<file path="config.mk">
export PLATFORM = sky130hd
export DESIGN_NAME = uc_fsm_flat
export DESIGN_NICKNAME = d
export VERILOG_FILES = /design/src/rtl/uc_if.sv /design/src/rtl/uc_fsm.sv /design/src/flat_wrapper.sv
export SDC_FILE = /design/constraint.sdc
export NUM_CORES = 1
export LEC_CHECK = 0
export ABC_AREA = 1
export BUFFER_PORTS_ARGS = -buffer_cell sky130_fd_sc_hd__buf_4
export CAP_MARGIN = 10
export CORE_MARGIN = 2
export CORE_UTILIZATION = 37
export CTS_CLUSTER_SIZE = 24
export DETAILED_ROUTE_END_ITERATION = 7
export PLACE_DENSITY = 0.94
export SYNTH_ARGS = -nofsm -noshare
export SYNTH_HDL_FRONTEND = slang
export SYNTH_SLANG_ARGS = --single-unit
</file>
<file path="constraint.sdc">
create_clock -name clk -period 2.5 [get_ports clk]
set_input_delay 0.75 -clock clk [delete_from_list [all_inputs] [get_ports clk]]
set_output_delay 0.75 -clock clk [all_outputs]
set_load 0.1 [all_outputs]
</file>
<file path="src/rtl/uc_if.sv">
// uc_if: decode inputs and control-word outputs exchanged between the
// microc control unit (slave) and whatever drives its inputs (master).
interface uc_if;
    logic [5:0]  Opcode;
    logic        z;
    logic        run;
    logic        step;
    logic        s_inc;
    logic        s_inm;
    logic        we3;
    logic        wez;
    logic [2:0]  Op;
    logic        pc_we;
    logic [1:0]  state;
    logic        illegal;
    logic [15:0] perf_icnt;
    logic [15:0] perf_bcnt;

    modport master (
        output Opcode, z, run, step,
        input  s_inc, s_inm, we3, wez, Op, pc_we, state, illegal,
               perf_icnt, perf_bcnt
    );

    modport slave (
        input  Opcode, z, run, step,
        output s_inc, s_inm, we3, wez, Op, pc_we, state, illegal,
               perf_icnt, perf_bcnt
    );
endinterface

</file>
<file path="src/rtl/uc_fsm.sv">
// uc_fsm: microc control unit. Zero-latency opcode decode into the datapath
// control word, gated by a BOOT/RUN/PAUSE/HALT debug state machine.
// Optional feature macro: UC_PERF_CNT_EN builds saturating 16-bit counters
// for retired instructions and taken jumps; otherwise both read zero.
module uc_fsm (
    input  logic clk,
    input  logic reset,
    uc_if.slave  bus
);
    localparam int unsigned CNT_W = 16;

    typedef enum logic [1:0] {
        ST_BOOT  = 2'b00,
        ST_RUN   = 2'b01,
        ST_PAUSE = 2'b10,
        ST_HALT  = 2'b11
    } state_e;

    state_e state_q, state_d;

    logic       legal_c;
    logic       exec_c;
    logic       retire_c;
    logic       taken_c;
    logic       s_inc_c;
    logic       s_inm_c;
    logic       we3_c;
    logic       wez_c;
    logic [2:0] op_c;
    logic       pc_we_c;

    // Opcode legality and taken-jump detection
    always_comb begin
        legal_c = 1'b0;
        taken_c = 1'b0;
        casez (bus.Opcode)
            6'b1?????: legal_c = 1'b1;
            6'b000000: legal_c = 1'b1;
            6'b0001??: legal_c = 1'b1;
            6'b010000: begin legal_c = 1'b1; taken_c = 1'b1;   end
            6'b010001: begin legal_c = 1'b1; taken_c = bus.z;  end
            6'b010010: begin legal_c = 1'b1; taken_c = ~bus.z; end
            default:   legal_c = 1'b0;
        endcase
    end

    assign exec_c   = ((state_q == ST_RUN) && bus.run) ||
                      ((state_q == ST_PAUSE) && bus.step);
    assign retire_c = exec_c && legal_c;

    // Control word: idle unless a legal instruction executes this cycle
    always_comb begin
        s_inc_c = 1'b1;
        s_inm_c = 1'b0;
        we3_c   = 1'b0;
        wez_c   = 1'b0;
        op_c    = 3'b000;
        pc_we_c = 1'b0;
        if (retire_c) begin
            pc_we_c = 1'b1;
            casez (bus.Opcode)
                6'b1?????: begin
                    we3_c = 1'b1;
                    wez_c = 1'b1;
                    op_c  = bus.Opcode[4:2];
                end
                6'b0001??: begin
                    we3_c   = 1'b1;
                    s_inm_c = 1'b1;
                end
                6'b010000: s_inc_c = 1'b0;
                6'b010001: s_inc_c = ~bus.z;
                6'b010010: s_inc_c = bus.z;
                default:   s_inc_c = 1'b1;
            endcase
        end
    end

    // Next-state: illegal opcode seen in an executing cycle halts for good
    always_comb begin
        state_d = state_q;
        case (state_q)
            ST_BOOT:  state_d = bus.run ? ST_RUN : ST_PAUSE;
            ST_RUN: begin
                if (!bus.run)     state_d = ST_PAUSE;
                else if (!legal_c) state_d = ST_HALT;
            end
            ST_PAUSE: begin
                if (bus.step && !legal_c) state_d = ST_HALT;
                else if (bus.run)         state_d = ST_RUN;
            end
            ST_HALT:  state_d = ST_HALT;
            default:  state_d = ST_BOOT;
        endcase
    end

    // State register with synchronous active-low reset
    always_ff @(posedge clk) begin
        if (!reset) state_q <= ST_BOOT;
        else        state_q <= state_d;
    end

    assign bus.s_inc   = s_inc_c;
    assign bus.s_inm   = s_inm_c;
    assign bus.we3     = we3_c;
    assign bus.wez     = wez_c;
    assign bus.Op      = op_c;
    assign bus.pc_we   = pc_we_c;
    assign bus.state   = state_q;
    assign bus.illegal = (state_q == ST_HALT);

`ifdef UC_PERF_CNT_EN
    logic [CNT_W-1:0] icnt_q, icnt_d;
    logic [CNT_W-1:0] bcnt_q, bcnt_d;

    // Saturating retire / taken-jump counters
    always_comb begin
        icnt_d = icnt_q;
        bcnt_d = bcnt_q;
        if (retire_c && (icnt_q != {CNT_W{1'b1}}))
            icnt_d = icnt_q + CNT_W'(1);
        if (retire_c && taken_c && (bcnt_q != {CNT_W{1'b1}}))
            bcnt_d = bcnt_q + CNT_W'(1);
    end

    // Counter registers, cleared by reset
    always_ff @(posedge clk) begin
        if (!reset) begin
            icnt_q <= '0;
            bcnt_q <= '0;
        end else begin
            icnt_q <= icnt_d;
            bcnt_q <= bcnt_d;
        end
    end

    assign bus.perf_icnt = icnt_q;
    assign bus.perf_bcnt = bcnt_q;
`else
    assign bus.perf_icnt = CNT_W'(0);
    assign bus.perf_bcnt = CNT_W'(0);
`endif

endmodule

</file>
<file path="src/flat_wrapper.sv">
// flat-port wrapper written by rule: the top's interface ports become plain ports
module uc_fsm_flat 
  (clk, reset, bus_Opcode, bus_z, bus_run, bus_step, bus_s_inc, bus_s_inm, bus_we3, bus_wez, bus_Op, bus_pc_we, bus_state, bus_illegal, bus_perf_icnt, bus_perf_bcnt);
  uc_if bus_i ();
  input  logic clk;
  input  logic reset;
  input wire logic [$bits(bus_i.Opcode)-1:0] bus_Opcode;
  input wire logic [$bits(bus_i.z)-1:0] bus_z;
  input wire logic [$bits(bus_i.run)-1:0] bus_run;
  input wire logic [$bits(bus_i.step)-1:0] bus_step;
  output wire logic [$bits(bus_i.s_inc)-1:0] bus_s_inc;
  output wire logic [$bits(bus_i.s_inm)-1:0] bus_s_inm;
  output wire logic [$bits(bus_i.we3)-1:0] bus_we3;
  output wire logic [$bits(bus_i.wez)-1:0] bus_wez;
  output wire logic [$bits(bus_i.Op)-1:0] bus_Op;
  output wire logic [$bits(bus_i.pc_we)-1:0] bus_pc_we;
  output wire logic [$bits(bus_i.state)-1:0] bus_state;
  output wire logic [$bits(bus_i.illegal)-1:0] bus_illegal;
  output wire logic [$bits(bus_i.perf_icnt)-1:0] bus_perf_icnt;
  output wire logic [$bits(bus_i.perf_bcnt)-1:0] bus_perf_bcnt;
  assign bus_i.Opcode = bus_Opcode;
  assign bus_i.z = bus_z;
  assign bus_i.run = bus_run;
  assign bus_i.step = bus_step;
  assign bus_s_inc = bus_i.s_inc;
  assign bus_s_inm = bus_i.s_inm;
  assign bus_we3 = bus_i.we3;
  assign bus_wez = bus_i.wez;
  assign bus_Op = bus_i.Op;
  assign bus_pc_we = bus_i.pc_we;
  assign bus_state = bus_i.state;
  assign bus_illegal = bus_i.illegal;
  assign bus_perf_icnt = bus_i.perf_icnt;
  assign bus_perf_bcnt = bus_i.perf_bcnt;
  uc_fsm u_core (.clk(clk), .reset(reset), .bus(bus_i));
endmodule
</file>
**Word-level counts from Yosys, hierarchy flattened**

Cells that the tools add are included.

- Bits in registers: 2
- Output and inout bits: 43

- Reductions and logical operators: 11
- Bitwise operators: 1
- Equality and inequality tests: 9
- Muxes and demuxes: 18

Operator list:

| cell | count |
|---|---|
| $eq 6x5->1 const B | 3 |
| $mux 2 | 5 |
| $mux 1 | 9 |
| $pmux 2 s4 | 1 |
| $logic_not 6->1 | 1 |
| $mux 3 | 2 |
| $ne 3x3->1 const B | 2 |
| $reduce_or 6->1 | 1 |
| $eq 2x2->1 const B | 2 |
| $eq 4x1->1 const B | 1 |
| $logic_and 1x1->1 | 4 |
| $pmux 1 s3 | 1 |
| $eq 2x1->1 const B | 1 |
| $logic_not 2->1 | 1 |
| $reduce_and 2->1 | 1 |
| $reduce_or 2->1 | 1 |
| $logic_not 1->1 | 1 |
| $logic_or 1x1->1 | 1 |
| $not 1->1 | 1 |

**Longest topological paths before layout**

Gate-level depths: netlist of the first run.

- Depth after elaboration: 7
- Depth in mapped cells: 8
- Depth with buffers taken out: 8

**Worst setup path after synthesis of the first run**

No wires, ideal clock.

- Path kind: register to output
- Start: reg u_core.state_q[0], in the netlist u_core.bus.state[0]
- End: out bus_Op[0]
- Buffers on the path: 0
- Data required time: 1.750 ns
- Path slack: -1.787 ns
- Data arrival time: 3.537 ns
- Cell stages (with the launch flop): 7
- Cell sequence: dfxtp_1 -> inv_1 -> nor2_1 -> nand2_1 -> nand2_1 -> nand2_2 -> nor3_1

- Word-level cells in the longest chain between the ends: 5
- Elaborated cells on any way between the ends: 7
- Those cells by class: 2 x eq/ne; 1 x mux; 4 x reduce/logical

RTL lines:

| item | line | RTL |
|---|---|---|
| from (decl) | uc_fsm.sv:19 | `state_e state_q, state_d;` |
| from (signal assigned) | uc_fsm.sv:100 | `else state_q <= state_d;` |
| $eq 2x1->1 / $eq 2x2->1 (equally long branches) | uc_fsm.sv:47, uc_fsm.sv:48 |  |
| $logic_and 1x1->1, on equally long branches | uc_fsm.sv:47, uc_fsm.sv:48 |  |
| $logic_or 1x1->1 * | uc_fsm.sv:47 | `assign exec_c = ((state_q == ST_RUN) && bus.run) \|\|` |
| $logic_and 1x1->1 * | uc_fsm.sv:49 | `assign retire_c = exec_c && legal_c;` |
| $mux 3 * | uc_fsm.sv:59 | `if (retire_c) begin` |
| to (decl) | flat_wrapper.sv:15 | `output wire logic [$bits(bus_i.Op)-1:0] bus_Op;` |

Mark *: on every way between the ends. The rest lies on a longest branch, timed or not.

**Worst setup path after layout of the first run**

- Start: in bus_Opcode[2]
- End: out bus_s_inc

- Word-level cells in the longest chain between the ends: 5
- Elaborated cells on any way between the ends: 10
- Those cells by class: 4 x eq/ne; 3 x mux; 3 x reduce/logical

RTL lines:

| item | line | RTL |
|---|---|---|
| from (decl) | flat_wrapper.sv:7 | `input wire logic [$bits(bus_i.Opcode)-1:0] bus_Opcode;` |
| $eq 6x5->1, or another cell as far along | uc_fsm.sv:36, uc_fsm.sv:61 |  |
| $reduce_or 6->1 (no line) | -- |  |
| $mux 1 | uc_fsm.sv:36 | `casez (bus.Opcode)` |
| $logic_and 1x1->1 | uc_fsm.sv:49 |  |
| $mux 1 * | uc_fsm.sv:59 |  |
| to (decl) | flat_wrapper.sv:11 | `output wire logic [$bits(bus_i.s_inc)-1:0] bus_s_inc;` |

Marked as above.

==> results of run 1 <==
-- critical path, stage by stage --
cell and delay, ns:
buf_8 0.10, inv_4 0.05, nor2_4 0.04, a21oi_4 0.17
nand3_4 0.12, nand2_8 0.17, inv_16 0.03, nand4_1 0.11
buf_8 0.21
-- stage by stage --
step                cell area (µm²)  TNS, ns  total power [mW]
finish                          981  -0.0254             0.536
global route                    981   -0.264             0.551
CTS                             895  -0.0497             0.515
detailed placement              774   -0.715             0.421
global placement                774   -0.414             0.416
floorplan                       763    -2.05             0.407
-- per-layer routing --
layer | track usage, % | vias up
met5 | 0 | -
met4 | 7.74 | 0
met3 | 3.45 | 2
met2 | 28.4 | 32
met1 | 14.3 | 252
li1 | - | 266
-- repair_timing --
action                     in CTS  in global routing
setup endpoints to repair       8                  8
resized for setup              16                 17
cloned                          0                  0
hold buffers                    0                  0
hold endpoints to repair        0                  0
pin swaps                       8                  5
setup buffers                   4                  1
-- logic make-up after synthesis --
| logic type | count (synthesis) |
|---|---|
| other cells | 1 |
| flops | 2 |
| mux | 1 |
| buf+inv | 41 |
| compound gates | 4 |
| simple gates | 32 |
-- cells in the final DEF, fill, tap and decap left out --
cell / instances
nor2_1: 2
conb_1: 32
nand2_2: 2
o211a_1: 1
mux2i_1: 1
inv_1: 6
dfxtp_4: 1
nor2_4: 5
clkbuf_1: 1
clkbuf_4: 3
a21oi_4: 1
inv_16: 1
nand3_4: 2
inv_12: 1
nand4_2: 1
buf_8: 3
buf_12: 7
nand4_1: 1
nor2_2: 4
nand2_1: 8
dfxtp_2: 1
o21ai_0: 1
nor3_4: 2
buf_6: 2
nand3_2: 2
a21oi_2: 1
nand3_1: 2
buf_4: 24
inv_4: 1
nand2_8: 1
-- report_power, final --
part	total, mW	internal [mW]	leakage, nW	switching, mW
Combinational	0.411	0.0748	0.470	0.336
Clock	0.0835	0.0596	0.0150	0.0240
Sequential	0.0412	0.0363	0.0175	0.00491
Total	0.536	0.171	0.503	0.365
-- how the worst max path moves through the flow --
stage                  start  depth (start not counted)        end
4_1_cts        bus_Opcode[3]                          7  bus_Op[2]
2_1_floorplan  bus_Opcode[4]                          7  bus_s_inc
6_report       bus_Opcode[2]                          9  bus_s_inc
5_1_grt        bus_Opcode[2]                          9  bus_s_inc
3_3_place_gp   bus_Opcode[2]                          9  bus_s_inc
3_5_place_dp   bus_Opcode[2]                          9  bus_s_inc
-- final cells by class --
type / count / area [µm²] / share of cell area [%]
Tap cell: 15 / 18.8 / 1.91
Sequential cell: 2 / 45.0 / 4.59
Clock buffer: 4 / 26.3 / 2.68
Inverter: 9 / 65.1 / 6.63
Multi-Input combinational cell: 69 / 438 / 44.6
Timing Repair Buffer: 36 / 388 / 39.5
==> results.toml, run 1 <==
[outcome]
status = "finished with violations"
violations = "negative setup slack"

[floorplanning]
die_x_um = 42
die_h_um = 42
die_area_um2 = 1760
ios = 54
fp-row-count = 13
start_util_pct = 40.6
coreArea_um2 = 1320

[timing]
fmax_mhz = 397
rsz0062_at_grt = "true"
fin_ws_ns = -0.0165
fin_crit_sh_pct = 101
final_hold_viol_count = 0
hold-worst-slack_ns = 0.527
maxSlewViolCount = 0
skew_ns = 0.00966
period_minus_slack_ns = 2.52
finalSetupViolations = 2

[synth]
postSynthCellCount = 81
synth_mux_area_share_pct = 1.87
seq_area_frac_synth_pct = 7.49
synth-edff-count = 0
ys_types = 18
synth-simple-area-share_pct = 32.6
synth_compound_area_share_pct = 6.09
netlist_area_um2 = 534
yosys-top-cells-area = "buf_4 45%, dfxtp_1 7.5%, nand3_2 5.6%"
synthFlopType = "dfxtp_1"
synth.most_common_cell = "buf_4"
synth_top_family_by_area = "buffers and inverters"
async_flop_share_pct = 0
synth_top_area_cell = "buf_4"
yosys-top-cells-count = "32 x buf_4, 8 x nand2_1, 7 x inv_1, 7 x nor2_1, 4 x nor2_2"
synth_top_area_share_pct = 45.0
yosys.area_share.adder_pct = 0
synth-xor-area-share_pct = 0
yosys_warnings = 0
syn_area_per_cell_um2 = 6.60
ys_ff_latch = 2

[global_route]
grt_remaining_overflow = 0
grt_usage_pct = 14.8
antenna_found_initial = 0
grt_pass1_vias = 474
grt_max_degree = 9
grt_pass1_wl_mm = 1.97

[drt]
drt-met1-wl_um = 472
wl_per_cell_um = 10.3
routed.top_layer = "met4"
vias_per_cell = 4.09
firstDrtPassIters = 3
drtAntennaViolNets = 0
dr_wl_met3_um = 113
wl_met2_um = 785
route.detailed.drc = 0
drtIter0Drc = 7
vias = 552
wl_mm = 1.38

[layout]
diodes = 0
instances_no_fill = 135
largest_reg_flops = 2
nets = 132
drive_gt1_share_pct = 54.2
fillers = 87
post-route-util_pct = 74.5
synthToLayoutAreaGrowth_pct = 83.6

[critical_path]
reg2regPathDepth = 7
cp_max_fo = 7
reg2reg_from = "u_core.bus.state[0]"
worstSetupPathType = "in2out"
worstReg2RegEnd = "u_core.bus.state[1]"
end_kind = "output port"
crit_arrival_ns = 1.77
regToRegSetupSlack_ns = 1.43
critical_path_required_ns = 1.75
cp-start-kind = "input port"

[clock_network]
cts_made_buffers = 3
clk_pin_slew_ns = 0.03
htreeDepth = 1
cts_tree = "done"
root_buffer = "clkbuf_4"
cts.sinks = 2
cts.path.max_buffers = 2
worstSkewPairLatency_ns = 0.24

[worst_hold_path]
hold_class = "reg2reg"
hold_path_end = "u_core.bus.state[1]"
hold_depth = 2
hp-start = "u_core.bus.state[1]"

[place]
io_buffer_count = 21
dpl_worst_slack_ns = -0.125
post-place-cells = 126
dp_hpwl_mm = 1.02
gp_congestion = 0.788

[power_and_ir_drop]
power_leakage_nw = 0.503
pwr_density_cell_nw_per_um2 = 546
ir_worst_vdd_mv = 0.447

[run]
cap_violations = 0
Power figures use the tool's default switching activity.
==> run 2: changes to the inputs <==
--- a/config.mk
+++ b/config.mk
@@ -13,6 +13,7 @@
 export CTS_CLUSTER_SIZE = 24
 export DETAILED_ROUTE_END_ITERATION = 7
 export PLACE_DENSITY = 0.94
+export SKIP_LAST_GASP = 1
 export SYNTH_ARGS = -nofsm -noshare
 export SYNTH_HDL_FRONTEND = slang
 export SYNTH_SLANG_ARGS = --single-unit
==> results.toml, run 2 (same netlist as run 1, synthesis figures left out) <==
[critical_path]
reg2reg_from = "u_core.bus.state[0]"
cp-start-kind = "input port"
crit_arrival_ns = 1.78
cp_max_fo = 7
reg2regPathDepth = 7
critical_path_required_ns = 1.75
regToRegSetupSlack_ns = 1.44
end_kind = "output port"
worstReg2RegEnd = "u_core.bus.state[1]"
worstSetupPathType = "in2out"

[global_route]
grt_pass1_wl_mm = 1.97
grt_max_degree = 9
grt_pass1_vias = 478
antenna_found_initial = 0
busiest_layer = "met2"
met3_usage_pct = 3.45
grt_remaining_overflow = 0
grt_usage_pct = 14.8
grt_util_met2_pct = 28.1
gr-usage-met1_pct = 14.5

[floorplanning]
die_area_um2 = 1760
die_x_um = 42
start_util_pct = 40.6
coreArea_um2 = 1320
die_h_um = 42
ios = 54
fp-row-count = 13

[place]
io_buffer_count = 21
dp_hpwl_mm = 1.02
gp_congestion = 0.788
dpl_worst_slack_ns = -0.125

[power_and_ir_drop]
power_leakage_nw = 0.498
ir_worst_vdd_mv = 0.349
pwr_density_cell_nw_per_um2 = 549

[timing]
skew_ns = 0.00924
final_hold_viol_count = 0
maxSlewViolCount = 0
finalSetupViolations = 2
fin_tns_setup_ns = -0.0481
fin_ws_ns = -0.0256
fmax_mhz = 396
rsz0062_at_grt = "true"
period_minus_slack_ns = 2.53
fin_crit_sh_pct = 101

[drt]
firstDrtPassIters = 4
wl_mm = 1.41
drtIter0Drc = 9
wl_per_cell_um = 10.4
vias_per_cell = 4.12
route.detailed.drc = 0
drtAntennaViolNets = 0
vias = 556

[layout]
multiInputGateArea_um2 = 433
diodes = 0
largest_reg_flops = 2
fillers = 89
drive_gt1_share_pct = 54.2
nets = 132
synthToLayoutAreaGrowth_pct = 81.0
final_cell_mix = "32 x conb_1, 24 x buf_4, 8 x nand2_1, 6 x inv_1, 6 x buf_12"
final_common_cell = "conb_1"
regArea_um2 = 45.0

[outcome]
status = "finished with violations"
violations = "negative setup slack"

[clock_network]
cts.sinks = 2
worstSkewPairLatency_ns = 0.23
cts_tree = "done"
root_buffer = "clkbuf_4"
clk_pin_slew_ns = 0.03
htreeDepth = 1
cts_made_buffers = 3
cts.path.max_buffers = 2
cts_hold_buf = 0

[run]
cap_violations = 0

[worst_hold_path]
hold_class = "reg2reg"
hold_path_end = "u_core.bus.state[1]"
hp-start = "u_core.bus.state[1]"
hold_depth = 2
[run 2: routing by layer]
metal / routed length [µm] / part of all wire (%)
met1: 502 / 36
met2: 757 / 54
met3: 126 / 9.0
met4: 21 / 1.5
met5: 0 / 0
[run 2: worst max path at each step]
stage	depth (start not counted)	slack (ns)	start	endpoint
6_report	7	-0.03	bus_Opcode[2]	bus_Op[2]
5_1_grt	9	-0.06	bus_Opcode[4]	bus_s_inc
4_1_cts	7	-0.03	bus_Opcode[1]	bus_Op[2]
3_5_place_dp	9	-0.12	bus_Opcode[2]	bus_s_inc
3_3_place_gp	9	-0.11	bus_Opcode[2]	bus_s_inc
2_1_floorplan	7	-0.51	bus_Opcode[4]	bus_s_inc
[run 2: final cells by class]
cell class,count,area share [%]
inverters,9,6.73
well taps,15,1.94
multi-input cells,69,44.8
clock buffers,4,2.72
flip-flops and latches,2,4.66
repair buffers,36,39.2
[run 2: worst max-delay path, cell delays in order]
cell	delay, ns
buf_8	0.10
nor2_4	0.16
nand3_2	0.13
nand3_4	0.11
nand2_8	0.12
nor3_4	0.19
buf_12	0.20
[run 2: what timing repair did]
item	CTS	global route
cloned	0	0
gates resized for setup	13	17
buffers inserted	4	1
pin swaps	8	6
setup endpoints to repair	8	8
[run 2: per-stage QoR]
step / instances / area (µm²) / utilization, % / total power [mW] / hold slack, ns
after floorplan: 112 / 763 / - / 0.407 / 0.733
after global placement: 126 / 774 / 58.8 / 0.416 / 0.504
after detailed placement: 126 / 774 / 58.8 / 0.421 / 0.523
after CTS: 134 / 881 / 66.9 / 0.512 / 0.530
after global routing: 135 / 967 / 73.4 / 0.548 / 0.541
final: 135 / 967 / 73.4 / 0.531 / 0.528
[run 2: report_power, final]
part	leakage [nW]	switching [mW]	internal (mW)
sequential	0.0175	0.00495	0.0363
clock	0.0150	0.0211	0.0594
combinational	0.466	0.336	0.0729
==> run 3: changes to the inputs <==
--- a/config.mk
+++ b/config.mk
@@ -5,14 +5,13 @@
 export SDC_FILE = /design/constraint.sdc
 export NUM_CORES = 1
 export LEC_CHECK = 0
-export ABC_AREA = 1
 export BUFFER_PORTS_ARGS = -buffer_cell sky130_fd_sc_hd__buf_4
 export CAP_MARGIN = 10
 export CORE_MARGIN = 2
 export CORE_UTILIZATION = 37
-export CTS_CLUSTER_SIZE = 24
+export CTS_CLUSTER_SIZE = 14
 export DETAILED_ROUTE_END_ITERATION = 7
-export PLACE_DENSITY = 0.94
+export PLACE_DENSITY = 0.95
 export SKIP_LAST_GASP = 1
 export SYNTH_ARGS = -nofsm -noshare
 export SYNTH_HDL_FRONTEND = slang
==> results.toml, run 3 <==
[outcome]
status = "finished with violations"
violations = "negative setup slack"

[timing]
period_minus_slack_ns = 2.65
fin_crit_sh_pct = 106
fin_ws_ns = -0.155
fmax_mhz = 377
fin_tns_setup_ns = -0.532
final_hold_viol_count = 0
maxSlewViolCount = 0
finalSetupViolations = 4
rsz0062_at_grt = "true"
skew_ns = 0.00306
hold-worst-slack_ns = 0.572

[synth]
ys_types = 25
synthFlopType = "dfxtp_1"
synth-edff-count = 0
yosys-top-cells-count = "32 x buf_4, 5 x nor2_1"
seq_area_frac_synth_pct = 7.73
postSynthCellCount = 73
yosys_warnings = 0
netlist_area_um2 = 518
synth_top_area_cell = "buf_4"
synth.most_common_cell = "buf_4"
ys_ff_latch = 2
syn_area_per_cell_um2 = 7.10
async_flop_share_pct = 0
synth_top_area_share_pct = 46.4
yosys-top-cells-area = "buf_4 46%, dfxtp_1 7.7%, and3_1 3.6%"

[drt]
wl_mm = 1.16
drtIter0Drc = 13
route.detailed.drc = 0
vias_per_cell = 4.26
vias = 524
wl_per_cell_um = 9.41
drtAntennaViolNets = 0
firstDrtPassIters = 4

[layout]
drive_gt1_share_pct = 45.4
post-route-util_pct = 58.6
nets = 121
final_common_cell = "conb_1"
largest_reg_flops = 2
regArea_um2 = 42.5
final_cell_area_um2 = 762
synthToLayoutAreaGrowth_pct = 47.1
fillers = 125
instances_no_fill = 123
multiInputGateArea_um2 = 372
diodes = 0
final_cell_mix = "32 x conb_1, 28 x buf_4, 4 x nor2_1, 4 x buf_6"

[clock_network]
root_buffer = "clkbuf_4"
cts_hold_buf = 0
cts.path.max_buffers = 2
cts.sinks = 2
postCtsSetupBuffers = 0
cts_tree = "done"
clk_pin_slew_ns = 0.03
cts_made_buffers = 3
htreeDepth = 1
worstSkewPairLatency_ns = 0.22

[floorplanning]
die_h_um = 41.4
die_area_um2 = 1720
die_x_um = 41.4
start_util_pct = 39.8
ios = 54
fp-row-count = 13
coreArea_um2 = 1300

[place]
dp_hpwl_um = 990
io_buffer_count = 21
gp_congestion = 0.706
post-place-cells = 120
dpl_worst_slack_ns = -0.230
postPlaceCellArea_um2 = 688

[global_route]
grt_remaining_overflow = 0
antenna_found_initial = 0
grt_pass1_vias = 464
grt_max_degree = 8
grt_pass1_wl_mm = 1.93
grt_usage_pct = 13.7

[power_and_ir_drop]
p_total_uw = 474
power_leakage_nw = 0.422
ir_worst_vdd_mv = 0.371
pwr_density_cell_nw_per_um2 = 622

[critical_path]
worstSetupPathType = "in2out"
end_kind = "output port"
crit_arrival_ns = 1.90
cp-start-kind = "input port"
reg2regPathDepth = 2
cp_max_fo = 3
critical_path_required_ns = 1.75

[worst_hold_path]
hold_depth = 2
hold_class = "reg2reg"

[run]
cap_violations = 0
[run 3: worst max-delay path, cell delays in order]
cell      delay (ns)
buf_6           0.09
and2b_1         0.20
a2111o_1        0.11
nand3_2         0.08
buf_6           0.14
nor4_4          0.27
buf_6           0.26
[run 3: timing repair]
action,CTS,global route
pin swaps,3,2
endpoints found under the setup margin,4,4
resized for setup,11,1
cloned,0,0
[run 3: final timing paths]
path	slack [ns]	startpoint	end
hold reg to reg	0.57	u_core.bus.state[0]	u_core.bus.state[0]
setup / recovery	-0.15	bus_Opcode[0]	bus_s_inm
setup reg to reg	1.70	u_core.bus.state[1]	u_core.bus.state[1]
hold / removal	0.57	u_core.bus.state[0]	u_core.bus.state[0]
[run 3: logic make-up (layout without fill, tap and decap cells)]
group           after synthesis  in the layout  synth area share, %
flops                         2              2                 7.73
buf+inv                      36             40                 49.5
mux                           1              1                 1.93
other cells                   1             32                0.724
simple gates                 24             24                 26.3
compound gates                9              9                 13.8
[run 3: final cells by class]
cell class	count	area share, %
Multi-Input combinational cell	66	48.8
Timing Repair Buffer	34	38.8
Sequential cell	2	5.58
Clock buffer	3	2.96
Tap cell	15	2.46
Inverter	3	1.48
[run 3: metal layers]
metal | vias up | wire length, µm | share of wire [%] | track usage (%)
li1 | 250 | - | - | -
met1 | 231 | 373 | 32 | 15.9
met2 | 43 | 614 | 53 | 25.0
met3 | 0 | 169 | 15 | 1.30
met4 | 0 | 0 | 0 | 5.81
met5 | - | 0 | 0 | 0
[run 3: power breakdown]
part	switching [mW]	leakage [nW]	internal, mW
clock	0.0191	0.0138	0.0531
sequential	0.00519	0.0172	0.0358
combinational	0.307	0.391	0.0538
